### src/rtl/cpu_types_pkg.sv
// cpu_types_pkg: shared word, RAM status and arbiter grant types
// used by the memory arbiter and the coherence debug logic.
package cpu_types_pkg;

    localparam int NCORES = 2;

    typedef logic [31:0] word_t;

    typedef enum logic [1:0] {
        FREE   = 2'd0,
        BUSY   = 2'd1,
        ACCESS = 2'd2,
        ERROR  = 2'd3
    } ramstate_t;

    typedef enum logic [1:0] {
        GNT_NONE = 2'd0,
        GNT_DATA = 2'd1,
        GNT_I0   = 2'd2,
        GNT_I1   = 2'd3
    } grant_t;

endpackage

### src/rtl/memory_arbiter_if.sv
// memory_arbiter_if: icache fetch ports, coherence data port
// and single RAM port seen by the arbiter.
interface memory_arbiter_if;
    import cpu_types_pkg::*;

    logic [NCORES-1:0] iREN;
    word_t [NCORES-1:0] iaddr;
    logic [NCORES-1:0] iwait;
    word_t [NCORES-1:0] iload;

    logic dREN;
    logic dWEN;
    word_t daddr;
    word_t dstore;
    logic dwait;
    word_t dload;

    logic ramREN;
    logic ramWEN;
    word_t ramaddr;
    word_t ramstore;
    word_t ramload;
    ramstate_t ramstate;

    grant_t grant;
    logic err;

    modport slave (
        input  iREN, iaddr, dREN, dWEN, daddr, dstore,
        input  ramload, ramstate,
        output iwait, iload, dwait, dload,
        output ramREN, ramWEN, ramaddr, ramstore,
        output grant, err
    );

    modport master (
        output iREN, iaddr, dREN, dWEN, daddr, dstore,
        output ramload, ramstate,
        input  iwait, iload, dwait, dload,
        input  ramREN, ramWEN, ramaddr, ramstore,
        input  grant, err
    );

endinterface

### src/rtl/memory_arbiter_starve_counter.sv
// starve_counter: saturating count of data completions made while
// an instruction fetch was waiting.
module starve_counter #(
    parameter int STARVE_LIMIT = 8,
    localparam int W = $clog2(STARVE_LIMIT + 1)
) (
    input  logic CLK,
    input  logic RST,
    input  logic inc,
    input  logic clr,
    output logic sat
);

    logic [W-1:0] count;

    assign sat = (count == W'(STARVE_LIMIT));

    always_ff @(posedge CLK) begin
        if (RST || clr) begin
            count <= '0;
        end else if (inc && !sat) begin
            count <= count + W'(1);
        end
    end

endmodule

### src/rtl/memory_arbiter.sv
// memory_arbiter: single-port RAM arbiter, data first, icaches
// round-robin, with a forced fetch after a run of data grants.
module memory_arbiter
    import cpu_types_pkg::*;
#(
    parameter int STARVE_LIMIT = 8
) (
    input logic CLK,
    input logic RST,
    memory_arbiter_if.slave bus
);

    typedef enum logic [1:0] {IDLE, DGNT, IGNT} arb_state_t;

    arb_state_t state, nextState;
    grant_t grant, nextGrant;
    logic rr, nextRr;
    logic err, nextErr;
    logic dReq, iReq, core, pick;
    logic ramDone, ramErr;
    logic starveInc, starveClr, starveSat;

    starve_counter #(.STARVE_LIMIT(STARVE_LIMIT)) starveCnt (
        .CLK(CLK),
        .RST(RST),
        .inc(starveInc),
        .clr(starveClr),
        .sat(starveSat)
    );

    assign dReq = bus.dREN | bus.dWEN;
    assign iReq = |bus.iREN;
    assign core = grant[0];
    assign pick = bus.iREN[rr] ? rr : !rr;
    assign ramDone = (bus.ramstate == ACCESS);
    assign ramErr = (bus.ramstate == ERROR);
    assign bus.grant = grant;
    assign bus.err = err;

    always_ff @(posedge CLK) begin
        if (RST) begin
            state <= IDLE;
            grant <= GNT_NONE;
            rr <= 1'b0;
            err <= 1'b0;
        end else begin
            state <= nextState;
            grant <= nextGrant;
            rr <= nextRr;
            err <= nextErr;
        end
    end

    always_comb begin
        nextState = state;
        nextGrant = grant;
        nextRr = rr;
        nextErr = err;
        starveInc = 1'b0;
        starveClr = 1'b0;
        bus.iwait = '1;
        bus.iload = '0;
        bus.dwait = 1'b1;
        bus.dload = '0;
        bus.ramREN = 1'b0;
        bus.ramWEN = 1'b0;
        bus.ramaddr = '0;
        bus.ramstore = '0;
        unique case (state)
            IDLE: begin
                nextGrant = GNT_NONE;
                if (dReq && !(iReq && starveSat)) begin
                    nextState = DGNT;
                    nextGrant = GNT_DATA;
                end else if (iReq) begin
                    nextState = IGNT;
                    nextGrant = pick ? GNT_I1 : GNT_I0;
                end
            end
            DGNT: begin
                if (!dReq) begin
                    nextState = IDLE;
                    nextGrant = GNT_NONE;
                end else begin
                    // a write strobe suppresses the read strobe
                    bus.ramWEN = bus.dWEN;
                    bus.ramREN = !bus.dWEN;
                    bus.ramaddr = bus.daddr;
                    bus.ramstore = bus.dstore;
                    unique case (1'b1)
                        ramDone: begin
                            bus.dwait = 1'b0;
                            bus.dload = bus.ramload;
                            starveInc = iReq;
                            starveClr = !iReq;
                            nextState = IDLE;
                            nextGrant = GNT_NONE;
                        end
                        ramErr: begin
                            nextErr = 1'b1;
                            nextState = IDLE;
                            nextGrant = GNT_NONE;
                        end
                        default: ;
                    endcase
                end
            end
            IGNT: begin
                if (!bus.iREN[core]) begin
                    nextState = IDLE;
                    nextGrant = GNT_NONE;
                end else begin
                    bus.ramREN = 1'b1;
                    bus.ramaddr = bus.iaddr[core];
                    unique case (1'b1)
                        ramDone: begin
                            bus.iwait[core] = 1'b0;
                            bus.iload[core] = bus.ramload;
                            nextRr = !core;
                            starveClr = 1'b1;
                            nextState = IDLE;
                            nextGrant = GNT_NONE;
                        end
                        ramErr: begin
                            nextErr = 1'b1;
                            nextState = IDLE;
                            nextGrant = GNT_NONE;
                        end
                        default: ;
                    endcase
                end
            end
            default: begin
                nextState = IDLE;
                nextGrant = GNT_NONE;
            end
        endcase
    end

endmodule

### src/flat_wrapper.sv
// flat-port wrapper written by rule: the top's interface ports become plain ports
module memory_arbiter_flat import cpu_types_pkg::*;
#(
    parameter int STARVE_LIMIT = 8
)
  (CLK, RST, bus_iREN, bus_iaddr, bus_dREN, bus_dWEN, bus_daddr, bus_dstore, bus_ramload, bus_ramstate, bus_iwait, bus_iload, bus_dwait, bus_dload, bus_ramREN, bus_ramWEN, bus_ramaddr, bus_ramstore, bus_grant, bus_err);
  memory_arbiter_if bus_i ();
  input logic CLK;
  input logic RST;
  input wire logic [$bits(bus_i.iREN)-1:0] bus_iREN;
  input wire logic [$bits(bus_i.iaddr)-1:0] bus_iaddr;
  input wire logic [$bits(bus_i.dREN)-1:0] bus_dREN;
  input wire logic [$bits(bus_i.dWEN)-1:0] bus_dWEN;
  input wire logic [$bits(bus_i.daddr)-1:0] bus_daddr;
  input wire logic [$bits(bus_i.dstore)-1:0] bus_dstore;
  input wire logic [$bits(bus_i.ramload)-1:0] bus_ramload;
  input wire logic [$bits(bus_i.ramstate)-1:0] bus_ramstate;
  output wire logic [$bits(bus_i.iwait)-1:0] bus_iwait;
  output wire logic [$bits(bus_i.iload)-1:0] bus_iload;
  output wire logic [$bits(bus_i.dwait)-1:0] bus_dwait;
  output wire logic [$bits(bus_i.dload)-1:0] bus_dload;
  output wire logic [$bits(bus_i.ramREN)-1:0] bus_ramREN;
  output wire logic [$bits(bus_i.ramWEN)-1:0] bus_ramWEN;
  output wire logic [$bits(bus_i.ramaddr)-1:0] bus_ramaddr;
  output wire logic [$bits(bus_i.ramstore)-1:0] bus_ramstore;
  output wire logic [$bits(bus_i.grant)-1:0] bus_grant;
  output wire logic [$bits(bus_i.err)-1:0] bus_err;
  assign bus_i.iREN = bus_iREN;
  assign bus_i.iaddr = bus_iaddr;
  assign bus_i.dREN = bus_dREN;
  assign bus_i.dWEN = bus_dWEN;
  assign bus_i.daddr = bus_daddr;
  assign bus_i.dstore = bus_dstore;
  assign bus_i.ramload = bus_ramload;
  assign bus_i.ramstate = bus_ramstate;
  assign bus_iwait = bus_i.iwait;
  assign bus_iload = bus_i.iload;
  assign bus_dwait = bus_i.dwait;
  assign bus_dload = bus_i.dload;
  assign bus_ramREN = bus_i.ramREN;
  assign bus_ramWEN = bus_i.ramWEN;
  assign bus_ramaddr = bus_i.ramaddr;
  assign bus_ramstore = bus_i.ramstore;
  assign bus_grant = bus_i.grant;
  assign bus_err = bus_i.err;
  memory_arbiter #(.STARVE_LIMIT(STARVE_LIMIT)) u_core (.CLK(CLK), .RST(RST), .bus(bus_i));
endmodule
### config.mk
export PLATFORM = sky130hd
export DESIGN_NAME = memory_arbiter_flat
export DESIGN_NICKNAME = d
export VERILOG_FILES = /design/src/rtl/cpu_types_pkg.sv /design/src/rtl/memory_arbiter_if.sv /design/src/rtl/memory_arbiter_starve_counter.sv /design/src/rtl/memory_arbiter.sv /design/src/flat_wrapper.sv
export SDC_FILE = /design/constraint.sdc
export NUM_CORES = 1
export LEC_CHECK = 0
export ABC_CLOCK_PERIOD_IN_PS = 2300
export CAP_MARGIN = 20
export CORE_AREA = 2 2 132 134
export DETAILED_ROUTE_END_ITERATION = 12
export DIE_AREA = 0 0 134 136
export SYNTH_ARGS = -nofsm -noshare
export SYNTH_HDL_FRONTEND = slang
export SYNTH_SLANG_ARGS = --single-unit
export TNS_END_PERCENT = 5
### constraint.sdc
create_clock -name CLK -period 2.3 [get_ports CLK]
set_clock_uncertainty 0.05 [all_clocks]
set_input_delay 0.46 -clock CLK [delete_from_list [all_inputs] [get_ports CLK]]
set_output_delay 0.46 -clock CLK [all_outputs]
set_load 0.05 [all_outputs]
==> flow_summary.json <==
{
  "outcome": "finished, final reports clean",
  "ys_types": 36,
  "antenna_left": 0,
  "path_class": "flip-flop to primary output",
  "switching_share": 0.379,
  "fin_crit_sh": 0.999,
  "cp-start-kind": "flip-flop",
  "grt_pass1_vias": 4122,
  "wl_per_cell_um": 18.8,
  "cts_made_buffers": 3,
  "hold_viol": 0,
  "hold_path_class": "flip-flop to flip-flop",
  "grt_setup_unrepaired": "true",
  "port_buffers": 335,
  "fin_setup_tns_ns": 0,
  "route.detailed.drc": 0,
  "fmax_ghz": 0.435,
  "setup_violations": 0,
  "clockPowerShare": 0.174,
  "io_pins": 336,
  "ctsLongestPathBuffers": 2,
  "tightestPinTransition_ns": 0.553,
  "gp_congestion": 0.814,
  "drtIter0Drc": 105,
  "syn2layout_area_growth_pct": 249,
  "seq_power_share": 0.095,
  "r2r_cells": 10,
  "relSlewSlack": 0.630,
  "ctsHoldBuffers": 0,
  "nNetsFinal": 858,
  "core_area_um2": 16900,
  "vias_per_cell": 4.35,
  "endpoint_kind": "primary output",
  "r2r-end": "u_core.rr$_SDFFE_PP0P_",
  "dp_slack_ns": -0.260,
  "fp.dieW_um": 134,
  "ys_ff_latch": 10,
  "antenna_found_initial": 0,
  "rrSetupSlack_ns": 0.50,
  "path_cells": "mux2_4, buf_12, and2_4, a22oi_1, nor2b_2, buf_12",
  "hold_start": "u_core.bus.grant[1]$_SDFF_PP0_",
  "start_util": 0.144,
  "p_switching_mw": 0.773,
  "p_leak_nw": 3.35,
  "die-area_um2": 18200,
  "synth.cell_area_um2": 2440,
  "holdPathStages": 1,
  "vias": 3946,
  "clk_latency_ns": 0.24,
  "die_height_um": 136,
  "critPathBufInv": 2,
  "crit_path_top_delay_cell": "dfxtp_4",
  "clock_sinks": 10,
  "peakVddDrop_uv": 358,
  "setup_slack_ns": 0.00162,
  "fin_area_um2": 8500,
  "totalWireLength_um": 17100,
  "h-tree-depth": 1,
  "netlist_instances": 337,
  "arrival_ns": 1.79,
  "cts_tree": "yes",
  "fp-row-count": 48,
  "path_delay_family": "flip-flops",
  "place_inst": 879,
  "cp_slowest_stage_delay_ns": 0.39,
  "worstPathMaxFanout": 17,
  "yosys_warnings": 0,
  "ys_seq_area_frac": 0.0822,
  "combPwrFrac": 0.731,
  "whs_ns": 0.405,
  "worstHoldEndpoint": "u_core.bus.grant[1]$_SDFF_PP0_",
  "dpl_cell_area_um2": 7790,
  "cts.clk_slew.worst_paths_ns": 0.04,
  "final_layout_size_suffix_gt1_frac": 0.480,
  "hpwl_um": 12200,
  "power.density_nw_per_um2": 240,
  "clock-root-buffer": "clkbuf_16",
  "syn_nets": 511,
  "avgSynthCellArea_um2": 7.23,
  "grt_pass1_wl_um": 24800,
  "max_cap_violations": 0,
  "instances_no_fill": 908,
  "grt_overflow": 0,
  "firstDrtPassIters": 4,
  "num_antenna_cells": 0,
  "required_ns": 1.79,
  "reg2reg_from": "u_core.state[0]$_SDFFE_PP0P_",
  "grt_max_degree": 57,
  "slew_violations": 0,
  "gr-usage-all-layers": 0.175,
  "intPower_mw": 1.27,
  "min_period_ns": 2.30,
  "crit_top_cell": "buf_12"
}
how the worst max path moves through the flow:
stage,depth (start not counted),end,startpoint
floorplan,6,bus_ramaddr[1],u_core.bus.grant[0]$_SDFF_PP0_
global placement,6,bus_ramaddr[31],bus_iREN[0]
detailed placement,6,bus_ramaddr[31],bus_iREN[1]
CTS,6,bus_ramaddr[0],u_core.bus.grant[0]$_SDFF_PP0_
global route,6,bus_ramaddr[0],u_core.bus.grant[0]$_SDFF_PP0_
finish,6,bus_ramaddr[0],u_core.bus.grant[0]$_SDFF_PP0_
synth_stat cells:
library cell / n / share of area
and2_1: 97 / 0.25
a22oi_1: 33 / 0.10
nor2b_1: 33 / 0.085
and3_1: 32 / 0.082
mux2_2: 32 / 0.15
clkbuf_1: 16 / 0.025
nor2_1: 13 / 0.020
dfxtp_1: 10 / 0.082
buf_2: 8 / 0.016
ha_1: 6 / 0.031
inv_1: 6 / 0.0092
buf_6: 5 / 0.023
nand2_1: 5 / 0.0077
nand3_1: 4 / 0.0082
nor3_1: 3 / 0.0062
o21a_1: 3 / 0.0092
o21ai_0: 3 / 0.0062
xnor2_1: 3 / 0.011
a21o_1: 2 / 0.0062
a21oi_1: 2 / 0.0041
buf_1: 2 / 0.0031
clkbuf_2: 2 / 0.0041
mux2i_1: 2 / 0.0082
nand2b_1: 2 / 0.0051
nor4_1: 2 / 0.0051
a221oi_1: 1 / 0.0036
a22o_1: 1 / 0.0036
and2_4: 1 / 0.0036
and3b_1: 1 / 0.0036
and4_1: 1 / 0.0036
and4b_1: 1 / 0.0041
mux2_4: 1 / 0.0062
nand4b_1: 1 / 0.0036
nor4_2: 1 / 0.0051
o21bai_1: 1 / 0.0031
o2bb2ai_1: 1 / 0.0036
final cells by class:
cell class / instances / area (um^2)
Timing Repair Buffer: 374 / 5570
Tap cell: 225 / 282
Multi-Input combinational cell: 289 / 2320
Sequential cell: 10 / 211
Inverter: 6 / 25.0
Fill cell: 1495 / 8380
Clock buffer: 4 / 88.8
sequential cells by signal, indices dropped and copies added, names as in the netlist:
name	flops
u_core.bus.grant	2
u_core.rr	1
u_core.state	2
u_core.starveCnt.count	4
u_core.bus.err	1
logic make-up after synthesis:
logic type               after synthesis  synth area share
AO/OA/AOI/OAI                         47             0.141
XOR/XNOR                               3            0.0108
adder cells (fa/ha/maj)                6            0.0308
buffers and inverters                 39            0.0806
flip-flops                            10            0.0822
multiplexers                          35             0.162
AND/OR/NAND/NOR                      197             0.492
through the flow:
stage	power (mW)	utilization
final	2.04	0.504
after detailed placement	1.55	0.462
after floorplan	0.793	-
after global routing	2.11	0.504
after CTS	2.05	0.503
after global placement	1.53	0.462
timing repair:
item,4_1_cts,5_1_grt
cloned,7,0
setup buffers,18,2
endpoints found under the setup margin,137,50
pin swaps,6,4
gates resized for setup,73,7
cell usage in the layout, fill, tap and decap left out, types with 3 or more instances in the layout:
cell / n
nor2b_2: 30
a22oi_1: 14
inv_1: 4
o21ai_0: 3
buf_6: 3
and2_1: 74
buf_16: 4
dfxtp_1: 7
xnor2_1: 3
nand2_1: 5
and3_1: 32
clkbuf_16: 3
clkdlybuf4s15_1: 3
mux2_2: 32
a22oi_2: 19
nand3_1: 4
ha_1: 4
nor2_1: 13
buf_12: 178
and2_4: 25
clkdlybuf4s50_1: 163
dfxtp_4: 3
nor3_1: 3
buf_4: 18
power groups by stage:
stage	Combinational, mW	Sequential, mW	Clock, mW
after floorplan	0.590	0.204	0
after global placement	1.34	0.192	0
after detailed placement	1.35	0.193	0
after CTS	1.49	0.195	0.357
after global routing	1.55	0.196	0.366
final	1.49	0.195	0.354
metal layers:
layer  track usage  up-vias  part of all wire
met4        0.0319        0             0.016
li1              -     1859                 -
met2         0.344      175              0.55
met3        0.0250       22             0.055
met5             0        -                 0
met1         0.200     1890              0.38
(Power assumes the default switching activity.)
==> RTL change: new RTL, same flow settings <==
Set the package constant `NCORES` to 1 (it was 2).
--- a/src/rtl/cpu_types_pkg.sv
+++ b/src/rtl/cpu_types_pkg.sv
@@ -4,3 +4,3 @@
 
-    localparam int NCORES = 2;
+    localparam int NCORES = 1;
 
Interface: changed (resized bus_iREN, bus_iaddr, bus_iload and bus_iwait); port bits go from 336 to 270. The function was not compared with the original's and may differ.
==> RTL change against the unedited design <==
The flow now finishes with violations (negative setup slack). Wire length shrank 26%. Total power shrank 16%. Sequential cell count is the same. Final area shrank 18%. Maximum frequency shrank 0.10%. Setup slack lost 0.0024 ns. Via count shrank 23%. Area after synthesis shrank 27%. Synthesized cell count shrank 23%. Critical path type unchanged. Highest routed layer unchanged.
==> RTL change: results (changes against the unedited design) <==
Clock network
  • Worst-path clk slew: 0.04 ns (about the same)
  • Post-CTS Setup Bufs: 8 (was 18)
  • Root Buffer: clkbuf_16 (unchanged)
  • Clock Tree Buf Depth: 2 (unchanged)
  • Post-CTS Resized: 66 (was 73)
  • H-tree depth: 1 (unchanged)
  • CTS Buf Count: 3 (unchanged)

Synthesis
  • Synth warn: 0 (unchanged)
  • Synth top cells by count: and2_1 (65), nor2b_1 (34), and3_1 (33), a22oi_1 (32) (was and2_1 (97), a22oi_1 (33), nor2b_1 (33), and3_1 (32), mux2_2 (32))
  • Library cells used by synthesis: 33 (was 36)
  • Post-synthesis instance total: 261 (was 337)
  • Area contributors post-synth: and2_1 (23%), a22oi_1 (13%), nor2b_1 (12%) (was and2_1 (25%), mux2_2 (15%), a22oi_1 (10%))
  • Fraction of the yosys area taken by sequential cells: 11.2% (was 8.22%)
  • Mapped Nets: 402 (was 511)
  • Post-synth ARST share: 0% (unchanged)

Global route
  • Largest net degree at the start of global routing: 34 (was 57)
  • Tot GR Track Use: 13.2% (was 17.5%)
  • First-pass GRT wire length: 18.6 mm (was 24.8 mm)
  • Vias in the first global route: 3129 (was 4122)

Route
  • TritonRoute pass-1 iters: 7 (was 4)
  • Routed wire length: 12.6 mm (was 17.1 mm)
  • Vias/cell: 3.97 (was 4.35)
  • Iteration-0 DRC Markers: 75 (was 105)

Placement
  • Place WS: -0.232 ns (was -0.260 ns)
  • Placed inst area: 6160 um^2 (was 7790 um^2)
  • Placed cell count: 748 (was 879)
  • Routability cong.: 0.754 (was 0.814)
  • DP HPWL: 9.08 mm (was 12.2 mm)
  • PortBufs: 269 (was 335)

Cells and area
  • Share of cells above drive strength 1: 47.5% (was 48.0%)
  • Fin nets: 686 (was 858)
  • Area of the multi-input gates: 1750 um^2 (was 2320 um^2)
  • Regs by FF count: u_core.starveCnt.count (4), u_core.bus.grant (2), u_core.state (2) (unchanged)
  • Fillers: 1573 (was 1495)
  • Non-Filler Instances: 768 (was 908)

Power
  • Sequential power: 0.188 mW (was 0.195 mW)
  • Clock power share: 18.1% (was 17.4%)
  • Net switching power: 0.623 mW (was 0.773 mW)
  • Int Power: 1.10 mW (was 1.27 mW)
  • LEAKAGE: 2.66 nW (was 3.35 nW)
  • Peak supply drop: 0.189 mV (was 0.358 mV)

Status
  • Status: complete, but fails checks (was finished clean)
  • Failing checks: negative setup slack

Worst setup path
  • Crit path max fanout: 11 (was 17)

Timing
  • # setup viols final: 2 (was 0)
  • Fin Setup TNS: -0.00116 ns (was 0 ns)
  • Rel. slew slack: 66.0% (was 63.0%)
  • Setup ws final: -0.000766 ns (was 0.00162 ns)
-- RTL change: cell types whose count changed after synthesis, moves of 5 or more --
cell     before  now
nor2_1       13    8
and2_1       97   65
a21oi_1       2    8
mux2_2       32    0
-- RTL change: worst max-delay path, cell delays in order, from the launching register on --
cell	delay (ns)
dfxtp_2	0.35
inv_2	0.06
ha_4	0.16
nor2b_4	0.13
buf_12	0.13
buf_12	0.13
buf_12	0.13
buf_16	0.14
and3_4	0.17
buf_12	0.14
-- RTL change: per-layer routing --
| metal | GRT usage (%) | wire, um |
|---|---|---|
| met3 | 3.36 | 1020 |
| met1 | 16.3 | 5130 |
| met5 | 0 | 0 |
| met4 | 1.60 | 72 |
| met2 | 23.5 | 6360 |
-- RTL change: area by class of cell --
type                            instances  area share, %
Timing Repair Buffer                  304           66.3
Sequential cell                        10           2.92
Inverter                                7          0.379
Tap cell                              225           4.06
Multi-Input combinational cell        219           25.3
Clock buffer                            3           1.08
-- RTL change: kinds of logic after synthesis --
logic type	after synthesis	share of synthesized area, %
xor+xnor	3	1.47
compound gates	51	19.7
fa+ha+maj	6	4.20
simple gates	158	54.8
buf+inv	32	7.98
flops	10	11.2
mux	1	0.560
-- RTL change: final timing paths --
path                                       start                                     end  slack [ns]  depth (start not counted)
hold reg to reg   u_core.bus.grant[1]$_SDFF_PP0_          u_core.bus.grant[1]$_SDFF_PP0_        0.44                          2
hold / removal    u_core.bus.grant[1]$_SDFF_PP0_          u_core.bus.grant[1]$_SDFF_PP0_        0.44                          2
setup reg to reg    u_core.state[1]$_SDFFE_PP0P_  u_core.starveCnt.count[1]$_SDFFE_PP0P_        0.61                          7
setup / recovery    u_core.state[1]$_SDFFE_PP0P_                            bus_dload[1]     -0.0008                          9
